## config.mk

```make
export PLATFORM = sky130hd
export DESIGN_NAME = compare_seq
export DESIGN_NICKNAME = d
export VERILOG_FILES = /design/src/rtl/compare_seq.sv
export SDC_FILE = /design/constraint.sdc
export NUM_CORES = 1
export LEC_CHECK = 0
export CAP_MARGIN = 0
export CORE_UTILIZATION = 60
export CTS_CLUSTER_SIZE = 40
export DETAILED_ROUTE_END_ITERATION = 10
export DONT_BUFFER_PORTS = 1
export GPL_TIMING_DRIVEN = 0
export HOLD_SLACK_MARGIN = 0.06
export PLACE_DENSITY = 0.76
export SYNTH_ARGS = -nofsm -noshare
export SYNTH_HDL_FRONTEND = slang
export SYNTH_SLANG_ARGS = --single-unit
```

## constraint.sdc

```tcl
create_clock -name i_clk -period 5.43 [get_ports i_clk]
set_input_delay 1.086 -clock i_clk [delete_from_list [all_inputs] [get_ports i_clk]]
set_output_delay 1.086 -clock i_clk [all_outputs]
set_load 0.05 [all_outputs]
```

## src/rtl/compare_seq.sv

```systemverilog
// compare_seq: sequential A<B engine, scanning DIGIT bits per cycle MSB-first until the first differing digit.
// Optional `COMPARE_SEQ_EQ_EN adds o_eq, a registered all-digits-equal flag alongside o_result.
module compare_seq #(
    parameter int WIDTH = 32,
    parameter int DIGIT = 4
) (
    input  logic             i_clk,
    input  logic             i_rst_n,
    input  logic             i_start_vld,
    output logic             o_start_rdy,
    input  logic [WIDTH-1:0] i_a,
    input  logic [WIDTH-1:0] i_b,
    input  logic             i_signed,
    output logic             o_res_vld,
    input  logic             i_res_rdy,
`ifdef COMPARE_SEQ_EQ_EN
    output logic             o_eq,
`endif
    output logic [31:0]      o_result
);

    localparam int NDIG  = WIDTH / DIGIT;
    localparam int IDX_W = (NDIG > 1) ? $clog2(NDIG) : 1;
    localparam logic [IDX_W-1:0] LAST_IDX = IDX_W'(NDIG - 1);

    generate
        if ((DIGIT < 1) || (WIDTH % DIGIT != 0)) begin : g_bad_digit
            $error("compare_seq: WIDTH must be a non-zero multiple of DIGIT");
        end
    endgenerate

    typedef enum logic [1:0] {
        IDLE = 2'd0,
        SCAN = 2'd1,
        DONE = 2'd2
    } state_t;

    state_t           state_q,   state_d;
    logic [IDX_W-1:0] idx_q,     idx_d;
    logic [WIDTH-1:0] a_q,       a_d;
    logic [WIDTH-1:0] b_q,       b_d;
    logic             result_q,  result_d;
    logic             res_vld_q, res_vld_d;
`ifdef COMPARE_SEQ_EQ_EN
    logic             eq_q,      eq_d;
`endif

    logic [WIDTH-1:0] sign_mask;
    logic [DIGIT-1:0] da;
    logic [DIGIT-1:0] db;

    function automatic logic [DIGIT-1:0] digit_at(input logic [WIDTH-1:0] v,
                                                   input logic [IDX_W-1:0] idx);
        logic [DIGIT-1:0] d;
        d = '0;
        for (int i = 0; i < NDIG; i++) begin
            if (idx == IDX_W'(i)) d = v[i*DIGIT +: DIGIT];
        end
        return d;
    endfunction

    assign o_start_rdy = (state_q == IDLE);
    assign o_res_vld   = res_vld_q;
    assign o_result    = {{31{1'b0}}, result_q};
`ifdef COMPARE_SEQ_EQ_EN
    assign o_eq        = eq_q;
`endif

    always_comb begin
        sign_mask          = '0;
        sign_mask[WIDTH-1] = i_signed;
        da                 = digit_at(a_q, idx_q);
        db                 = digit_at(b_q, idx_q);
    end

    always_comb begin
        state_d   = state_q;
        idx_d     = idx_q;
        a_d       = a_q;
        b_d       = b_q;
        result_d  = result_q;
        res_vld_d = res_vld_q;
`ifdef COMPARE_SEQ_EQ_EN
        eq_d      = eq_q;
`endif
        case (state_q)
            IDLE: begin
                if (i_start_vld) begin
                    // Flipping the sign bits maps two's-complement order onto unsigned order.
                    a_d     = i_a ^ sign_mask;
                    b_d     = i_b ^ sign_mask;
                    idx_d   = LAST_IDX;
                    state_d = SCAN;
                end
            end
            SCAN: begin
                if (da != db) begin
                    result_d  = (da < db);
                    res_vld_d = 1'b1;
`ifdef COMPARE_SEQ_EQ_EN
                    eq_d      = 1'b0;
`endif
                    state_d   = DONE;
                end else if (idx_q == '0) begin
                    result_d  = 1'b0;
                    res_vld_d = 1'b1;
`ifdef COMPARE_SEQ_EQ_EN
                    eq_d      = 1'b1;
`endif
                    state_d   = DONE;
                end else begin
                    idx_d = idx_q - 1'b1;
                end
            end
            DONE: begin
                if (i_res_rdy) begin
                    res_vld_d = 1'b0;
                    state_d   = IDLE;
                end
            end
            default: begin
                res_vld_d = 1'b0;
                state_d   = IDLE;
            end
        endcase
    end

    always_ff @(posedge i_clk or negedge i_rst_n) begin
        if (!i_rst_n) begin
            state_q   <= IDLE;
            idx_q     <= '0;
            a_q       <= '0;
            b_q       <= '0;
            result_q  <= 1'b0;
            res_vld_q <= 1'b0;
`ifdef COMPARE_SEQ_EQ_EN
            eq_q      <= 1'b0;
`endif
        end else begin
            state_q   <= state_d;
            idx_q     <= idx_d;
            a_q       <= a_d;
            b_q       <= b_d;
            result_q  <= result_d;
            res_vld_q <= res_vld_d;
`ifdef COMPARE_SEQ_EQ_EN
            eq_q      <= eq_d;
`endif
        end
    end

endmodule
```

; ---- After elaboration in Yosys (flattened, before gate mapping)
; Index checks and enable logic that the tools add are counted.
[totals]
word_cells = 66
input_bits = 69
regBits = 71
[op_classes]
n_mux = 31
n_reduce_logical = 9
add_sub_neg = 1
bitwise = 3
n_eq_ne = 15
order_cmp = 1
[ops]
columns = cell, count
row1 = 4-bit two-way mux, 16
row2 = 32-bit XOR, 2
row3 = 3-bit == test (second input constant), 4
row4 = 3-bit two-way mux, 3
row5 = 2-bit two-way mux, 4
row6 = 2-bit inequality test (second input constant), 4
row7 = 3-bit by 2-bit == test with 1-bit output (second input constant), 2
row8 = 2-bit case mux with 3 select lines, 1
row9 = 3-bit case mux with 2 select lines, 1
row10 = 3-bit AND reduction, 2
row11 = 1-bit two-way mux, 5
row12 = 4-bit less-than comparator, 1
row13 = 4-bit inequality test, 1
row14 = 2-bit AND reduction, 2
row15 = 4-bit AND reduction, 1
row16 = 2-bit nonzero test, 2
row17 = 3-bit by 1-bit == test with 1-bit output (second input constant), 1
row18 = 3-bit logical NOT, 1
row19 = 3-bit inequality test (second input constant), 1
row20 = 1-bit case mux with 3 select lines, 1
row21 = 3-bit by 1-bit subtractor with 3-bit output (second input constant), 1
row22 = 2-bit by 1-bit == test with 1-bit output (second input constant), 1
row23 = 2-bit == test (second input constant), 1
row24 = 2-bit logical NOT, 1
row25 = 1-bit inverter, 1

; ---- Depth between registers and ports, before layout
; Gate-level depths: netlist of the first run.
[logic_depth]
depth_word = 12
mapped_depth = 13
depth_no_buf = 11

; ---- Worst setup path before layout of the first run
; Ideal clock, no wire load.
[synth_timing]
kind = register to register
from = reg idx_q[0]
to = reg result_q
path_buffers = 1
setup_time_ns = 0.125
path_slack_ns = 2.696
path_stages_with_launch = 13
t_arrival_ns = 2.609
path_cell_list = dfrtp_1 > inv_1 > ha_1 > nor2b_1 > buf_2 > a221oi_1 > o221ai_1 > a22o_1 > ha_1 > and3_1 > nand3_1 > and2_1 > mux2_2
[synth_via]
elab_chain_cells = 12
word_cells_on_any_way = 29
cone_classes = 1 x order compare / 8 x eq/ne / 17 x mux / 3 x reduce/logical
[synth_rtl]
columns = item, line
row1 = start: declaration, 39  ; logic [IDX_W-1:0] idx_q, idx_d;
row2 = start signal: assignment, 141  ; idx_q <= idx_d;
row3 = "parallel branches: the longest is 12 deep, another holds 4-bit less-than comparator", n/a
row4 = end signal: assignment, 144  ; result_q <= result_d;
row5 = end: declaration, 42  ; logic result_q, result_d;
; Several ways; the timed one is not identified.
; A chain may end at the register's enable or synchronous reset.

; ---- Worst setup path in the final report of the first run
; Ends and elaborated chain as after synthesis.

==> results of run 1 <==
==> power groups by stage <==
stage	Sequential (W)	Clock [W]	Combinational, W
2_1_floorplan	0.000904	0	0.000696
3_3_place_gp	0.000957	0	0.000788
3_5_place_dp	0.000963	0	0.000818
4_1_cts	0.000958	0.000471	0.000824
5_1_grt	0.000990	0.000495	0.000895
6_report	0.000956	0.000467	0.000823
==> metal layers <==
layer  track usage  up-vias
li1              -     1203
met1         0.366     1214
met2         0.388      123
met3         0.104       10
met4        0.0911        0
met5             0        -
==> state kept, by name (all words and copies together) (netlist names) <==
register / flops
o_res_vld: 1
b_q: 32
state_q: 2
idx_q: 3
result_q: 1
a_q: 32
==> final timing paths <==
path                       cells after the start        end  slack [ps]
max                                           12   result_q        2230
min                                            0  o_res_vld         420
max reg2reg                                   12   result_q        2230
min reg2reg                                    1    b_q[18]         510
max in group asynchronous                      0     a_q[9]        4900
min in group i_clk                             1    b_q[18]         510
==> cells by family (layout without fill, tap and decap cells) <==
family | Yosys count | in the layout
multiplexers | 58 | 58
flip-flops | 71 | 71
buffers and inverters | 67 | 83
AO/OA/AOI/OAI | 68 | 68
AND/OR/NAND/NOR | 65 | 65
other | 1 | 31
adder cells (fa/ha/maj) | 9 | 9
XOR/XNOR | 2 | 2
==> cells in the final DEF (no fill, tap or decap), types with 2 or more instances in the layout <==
| cell type | instances |
|---|---|
| clkbuf_1 | 10 |
| nor3_1 | 3 |
| o221ai_1 | 4 |
| mux2_4 | 19 |
| buf_2 | 9 |
| a211oi_1 | 4 |
| clkbuf_8 | 10 |
| buf_4 | 32 |
| a22oi_1 | 4 |
| mux2i_1 | 2 |
| conb_1 | 31 |
| nand3b_1 | 4 |
| and2_1 | 2 |
| nand2_1 | 33 |
| a21o_1 | 3 |
| buf_6 | 4 |
| dfrtp_1 | 71 |
| a221oi_1 | 5 |
| nor2b_1 | 2 |
| mux2_2 | 37 |
| a21oi_1 | 17 |
| a2111oi_0 | 3 |
| nor2_1 | 11 |
| inv_1 | 12 |
| o31a_1 | 2 |
| nand2b_1 | 4 |
| o31ai_1 | 3 |
| xnor2_1 | 2 |
| o21ai_0 | 18 |
| clkinv_2 | 3 |
| bufinv_16 | 2 |
| ha_1 | 9 |
==> final cells by class <==
class | instances | share of cell area
clock buffers | 10 | 0.0327
well taps | 75 | 0.0223
inverters | 12 | 0.0107
plain buffers | 55 | 0.0873
multi-input cells | 233 | 0.405
flip-flops and latches | 71 | 0.422
clock inverters | 6 | 0.0199
==> per-stage QoR <==
| step | util | area, µm² |
|---|---|---|
| finish | 0.703 | 4210 |
| global route | 0.703 | 4210 |
| CTS | 0.703 | 4210 |
| detailed placement | 0.666 | 3990 |
| global placement | 0.666 | 3990 |
| floorplan | - | 3900 |
==> worst reg2reg max path: cells and delay by family (launching register included) <==
family	cells	cell delay, ps
adder cells (fa/ha/maj)	2	610
AND/OR/NAND/NOR	4	710
flip-flops	1	420
AO/OA/AOI/OAI	3	670
multiplexers	1	330
buffers and inverters	2	340
==> flow_summary.json, run 1 <==
{
  "status": "complete, no violations",
  "num_vias": 2550,
  "synth_area_leaders": "dfrtp_1 (47%), mux2_2 (11%), mux2_4 (7.5%)",
  "grt_max_degree": 72,
  "h-tree-depth": 3,
  "endpoint_kind": "register",
  "synth-seq-area-share": 0.469,
  "syn_avg_cell_area_um2": 11.1,
  "cts_hold_repair.buffers": 0,
  "grt_usage": 0.267,
  "p_sw_w": 0.000759,
  "cp_cell_sequence": "inv_1, ha_1, or2_1, clkbuf_1, a221oi_1, a2111oi_0, a21oi_1, ha_1, and3_1, nand3_1, and2_1, mux2_2",
  "antenna_found_initial": 0,
  "core_mm2": 0.00599,
  "cts_setup_buffers": 0,
  "placedCellCount": 446,
  "p_clk_frac": 0.208,
  "nets": 460,
  "p_sw_frac": 0.338,
  "synth_cell_types": 40,
  "area_delta_synth_final_pct": 11.3,
  "synth_cells": 341,
  "max_stage_delay_ps": 470,
  "synth_top_family_by_area": "multiplexers",
  "cp_slowest_cell": "a2111oi_0",
  "num_rows": 28,
  "viasPerCell": 5.52,
  "n_antenna_cell": 0,
  "fin_total_pwr_w": 0.00225,
  "synth_compound_area_frac": 0.116,
  "drtIter0Drc": 195,
  "drc": 0,
  "max-vdd-ir-drop_mv": 0.298,
  "routed.top_layer": "met4",
  "yosysMostFrequentCell": "dfrtp_1",
  "grt_pass1_vias": 2480,
  "clk_latency_ps": 350,
  "grt_pass1_wl_um": 12700,
  "cellPowerDensity_mw_per_mm2": 533,
  "numCtsBuffers": 9,
  "die_w_um": 81.4,
  "fillers": 480,
  "clock-root-buffer": "clkbuf_8",
  "async_reset_ff_frac": 1.00,
  "rsz0062_at_grt": "false",
  "post_cts_resized": 0,
  "sequentialPowerShare": 0.425,
  "drtPass1Iterations": 4,
  "maxSlewViolCount": 0,
  "grt_overflow": 0,
  "wire_per_inst_um": 17.2,
  "start_util": 0.632,
  "hp-class": "primary input to async pin",
  "register_area_mm2": 0.00178,
  "setup_ws_ps": 2230,
  "start_kind": "register",
  "path_delay_family": "simple AND/OR/NAND/NOR gates",
  "routed_wl_um": 7960,
  "synth-seq-cells": 71,
  "post-place-ws_ps": 2280,
  "critPathMaxFanout": 6,
  "synth_edf_count": 0,
  "portBuffers": 0,
  "die_area_mm2": 0.00663,
  "met2_length_um": 3650,
  "drive_gt1_frac": 0.307,
  "fin_worst_skew_ps": 7.39,
  "hold-worst-slack_ps": 421,
  "cts_tree": "built",
  "synth_area_mm2": 0.00378,
  "synth.top_cell.area_share": 0.469,
  "finalNonFillerCells": 462,
  "gp_congestion": 0.869,
  "path_common_cell": "ha_1",
  "met1_length_um": 3340,
  "synth_xor_area_frac": 0.00463,
  "timing.rr.start": "idx_q[0]",
  "clockBufferDepth": 2,
  "netlist.top_cell.by_area": "dfrtp_1",
  "ios": 103,
  "tns_ps": 0,
  "cp_num_buf_inv": 2,
  "clk_transition_reported_paths_ps": 70,
  "layout_min_cycle_time_ps": 3200,
  "multi_input_area_mm2": 0.00171,
  "final_hold_viol_count": 0,
  "cp_data_required_time_ps": 5670,
  "p_int_w": 0.00149,
  "yosys.area_share.adder": 0.0298,
  "numClockSinks": 71,
  "synthMuxAreaShare": 0.191,
  "leakage_nw": 1.96,
  "arrival_ps": 3440,
  "worst_slew_pin_slew_ps": 586,
  "synth_warnings": 0,
  "synthTopCellsByCount": "dfrtp_1 (71), mux2_2 (37), nand2_1 (33)",
  "synth-simple-area-share": 0.0790,
  "critPathLaunch": "idx_q[0]",
  "finalCritPeriodShare": 0.589,
  "fp.dieH_um": 81.4,
  "drv_cap": 0,
  "dr_wl_met3_um": 875,
  "relSlewSlack": 0.609,
  "setup_viol": 0,
  "synth_flop_cell": "dfrtp_1",
  "crit_type": "register to register",
  "clock.fmax_mhz": 312,
  "p_comb_frac": 0.367,
  "antenna_left": 0,
  "dp_hpwl_um": 5800
}
(Power assumes the default switching activity.)
==> run 2: changes to the inputs <==
--- a/config.mk
+++ b/config.mk
@@ -6,13 +6,13 @@
 export NUM_CORES = 1
 export LEC_CHECK = 0
 export CAP_MARGIN = 0
-export CORE_UTILIZATION = 60
+export CORE_UTILIZATION = 57
 export CTS_CLUSTER_SIZE = 40
 export DETAILED_ROUTE_END_ITERATION = 10
 export DONT_BUFFER_PORTS = 1
 export GPL_TIMING_DRIVEN = 0
 export HOLD_SLACK_MARGIN = 0.06
-export PLACE_DENSITY = 0.76
+export PLACE_DENSITY = 0.75
 export SYNTH_ARGS = -nofsm -noshare
 export SYNTH_HDL_FRONTEND = slang
 export SYNTH_SLANG_ARGS = --single-unit
==> constraint.sdc (replaced) <==
create_clock -name i_clk -period 2.7 [get_ports i_clk]
set_input_delay 0.54 -clock i_clk [delete_from_list [all_inputs] [get_ports i_clk]]
set_output_delay 0.54 -clock i_clk [all_outputs]
set_load 0.05 [all_outputs]
==> flow_summary.json, run 2 (synthesis results as in run 1) <==
{
  "status": "complete, but fails checks",
  "violations": "setup timing",
  "cts_tree": "built",
  "cellPowerDensity_mw_per_mm2": 1060,
  "multi_input_area_mm2": 0.00200,
  "num_rows": 29,
  "mostFrequentLayoutCells": "dfrtp_1 (69), buf_4 (51), mux2_2 (36)",
  "portBuffers": 0,
  "numCtsBuffers": 9,
  "maxSlewViolCount": 0,
  "final_hold_viol_count": 0,
  "worst_slew_pin_slew_ps": 586,
  "crit_type": "register to register",
  "reg_top3": "a_q: 32 flops, b_q: 32 flops, idx_q: 3 flops",
  "drtIter0Drc": 170,
  "leakage_nw": 2.15,
  "grt_max_degree": 72,
  "critPathMaxFanout": 6,
  "grt_pass1_wl_um": 14000,
  "grt_pass1_vias": 2772,
  "ios": 103,
  "layout_min_cycle_time_ps": 2840,
  "drtPass1Iterations": 6,
  "setup_viol": 4,
  "antenna_found_initial": 0,
  "fillers": 433,
  "finalCritPeriodShare": 1.05,
  "nets": 481,
  "routed_wl_um": 9080,
  "tns_ps": -351,
  "gp_congestion": 0.870,
  "start_kind": "register",
  "final_common_cell": "dfrtp_1",
  "area_delta_synth_final_pct": 27.0,
  "placedCellCount": 448,
  "max-vdd-ir-drop_mv": 0.654,
  "grt_overflow": 0,
  "utilization": 0.753,
  "start_util": 0.593,
  "n_antenna_cell": 0,
  "fin_total_pwr_w": 0.00511,
  "die_area_mm2": 0.00697,
  "wire_per_inst_um": 18.7,
  "die_w_um": 83.5,
  "fin_worst_skew_ps": 6.21,
  "clock.fmax_mhz": 352,
  "num_vias": 2771,
  "finalNonFillerCells": 485,
  "grt_usage": 0.261,
  "clk_transition_reported_paths_ps": 80,
  "clockBufferDepth": 2,
  "drv_cap": 0,
  "endpoint_kind": "register",
  "core_mm2": 0.00639,
  "setup_ws_ps": -143,
  "r2r_cells": 11,
  "viasPerCell": 5.71,
  "clock-root-buffer": "clkbuf_8",
  "arrival_ps": 3130,
  "register_area_mm2": 0.00178,
  "h-tree-depth": 3,
  "fp.dieH_um": 83.5,
  "clk_latency_ps": 350,
  "drive_gt1_frac": 0.453,
  "dp_hpwl_um": 5870,
  "post-place-ws_ps": -438,
  "hp-class": "primary input to async pin",
  "numClockSinks": 71,
  "antenna_left": 0,
  "drc": 0,
  "cp_data_required_time_ps": 2990,
  "rsz0062_at_grt": "true",
  "relSlewSlack": 0.609
}
==> run 2: cell count changes in the layout (fill, tap and decap cells not counted), moves of 6 or more <==
cell	before	now
buf_4	32	51
clkbuf_1	10	3
a21oi_1	17	11
a21oi_2	0	6
ha_1	9	3
ha_4	0	6
==> run 2: path summary, 6_finish.rpt <==
check                           startpoint  slack [ps]  endpoint
worst min-delay path               i_rst_n          60   a_q[15]
min in group i_clk                  i_a[9]         320    a_q[9]
max in group asynchronous          i_rst_n        2310  idx_q[0]
worst max register to register    idx_q[1]        -140  result_q
worst min register to register      a_q[1]         520    a_q[1]
worst max-delay path              idx_q[1]        -140  result_q
==> run 2: power breakdown <==
| group | switching [W] | internal [W] | total, W |
|---|---|---|---|
| combinational | 0.000978 | 0.00112 | 0.00210 |
| sequential | 0.000395 | 0.00158 | 0.00198 |
| clock | 0.000419 | 0.000616 | 0.00103 |
==> run 2: final cells by class <==
cell class | instances | area share
sequential | 71 | 0.370
clock inverter | 7 | 0.0253
tap | 77 | 0.0200
clock buffer | 9 | 0.0258
timing repair buffer | 23 | 0.0492
multi-input combinational | 233 | 0.417
inverter | 12 | 0.0104
buffer | 53 | 0.0825
==> run 2: layer usage <==
metal	global-route usage	vias up	wire length [µm]
li1	-	1247	-
met1	0.332	1360	3710
met2	0.427	142	4440
met3	0.0722	22	742
met4	0.0986	0	189
met5	0	-	0
==> run 2: per-stage QoR <==
step / hold slack (ps) / instance area, µm²
after floorplan: 244 / 3900
after global placement: 246 / 4000
after detailed placement: 246 / 4000
after CTS: 74.3 / 4600
after global routing: 89.4 / 4810
final: 59.1 / 4810
==> run 2: repair_timing <==
item | in CTS | in global routing
setup endpoints to repair | 7 | 7
resized for setup | 50 | 31
endpoints found under the hold margin | 71 | 0
setup buffers | 12 | 9
pin swaps | 16 | 19
gates cloned | 1 | 0
hold buffers | 1 | 0
==> run 2: worst max-delay path: stages, from the launching register on <==
cell       delay, ps
dfrtp_2          450
buf_4            150
ha_4             170
or2_4            320
a221oi_1         340
a2111oi_2        110
a21oi_2          200
ha_4             230
and3_4           190
buf_4            130
a221oi_2         280
mux2_4           200
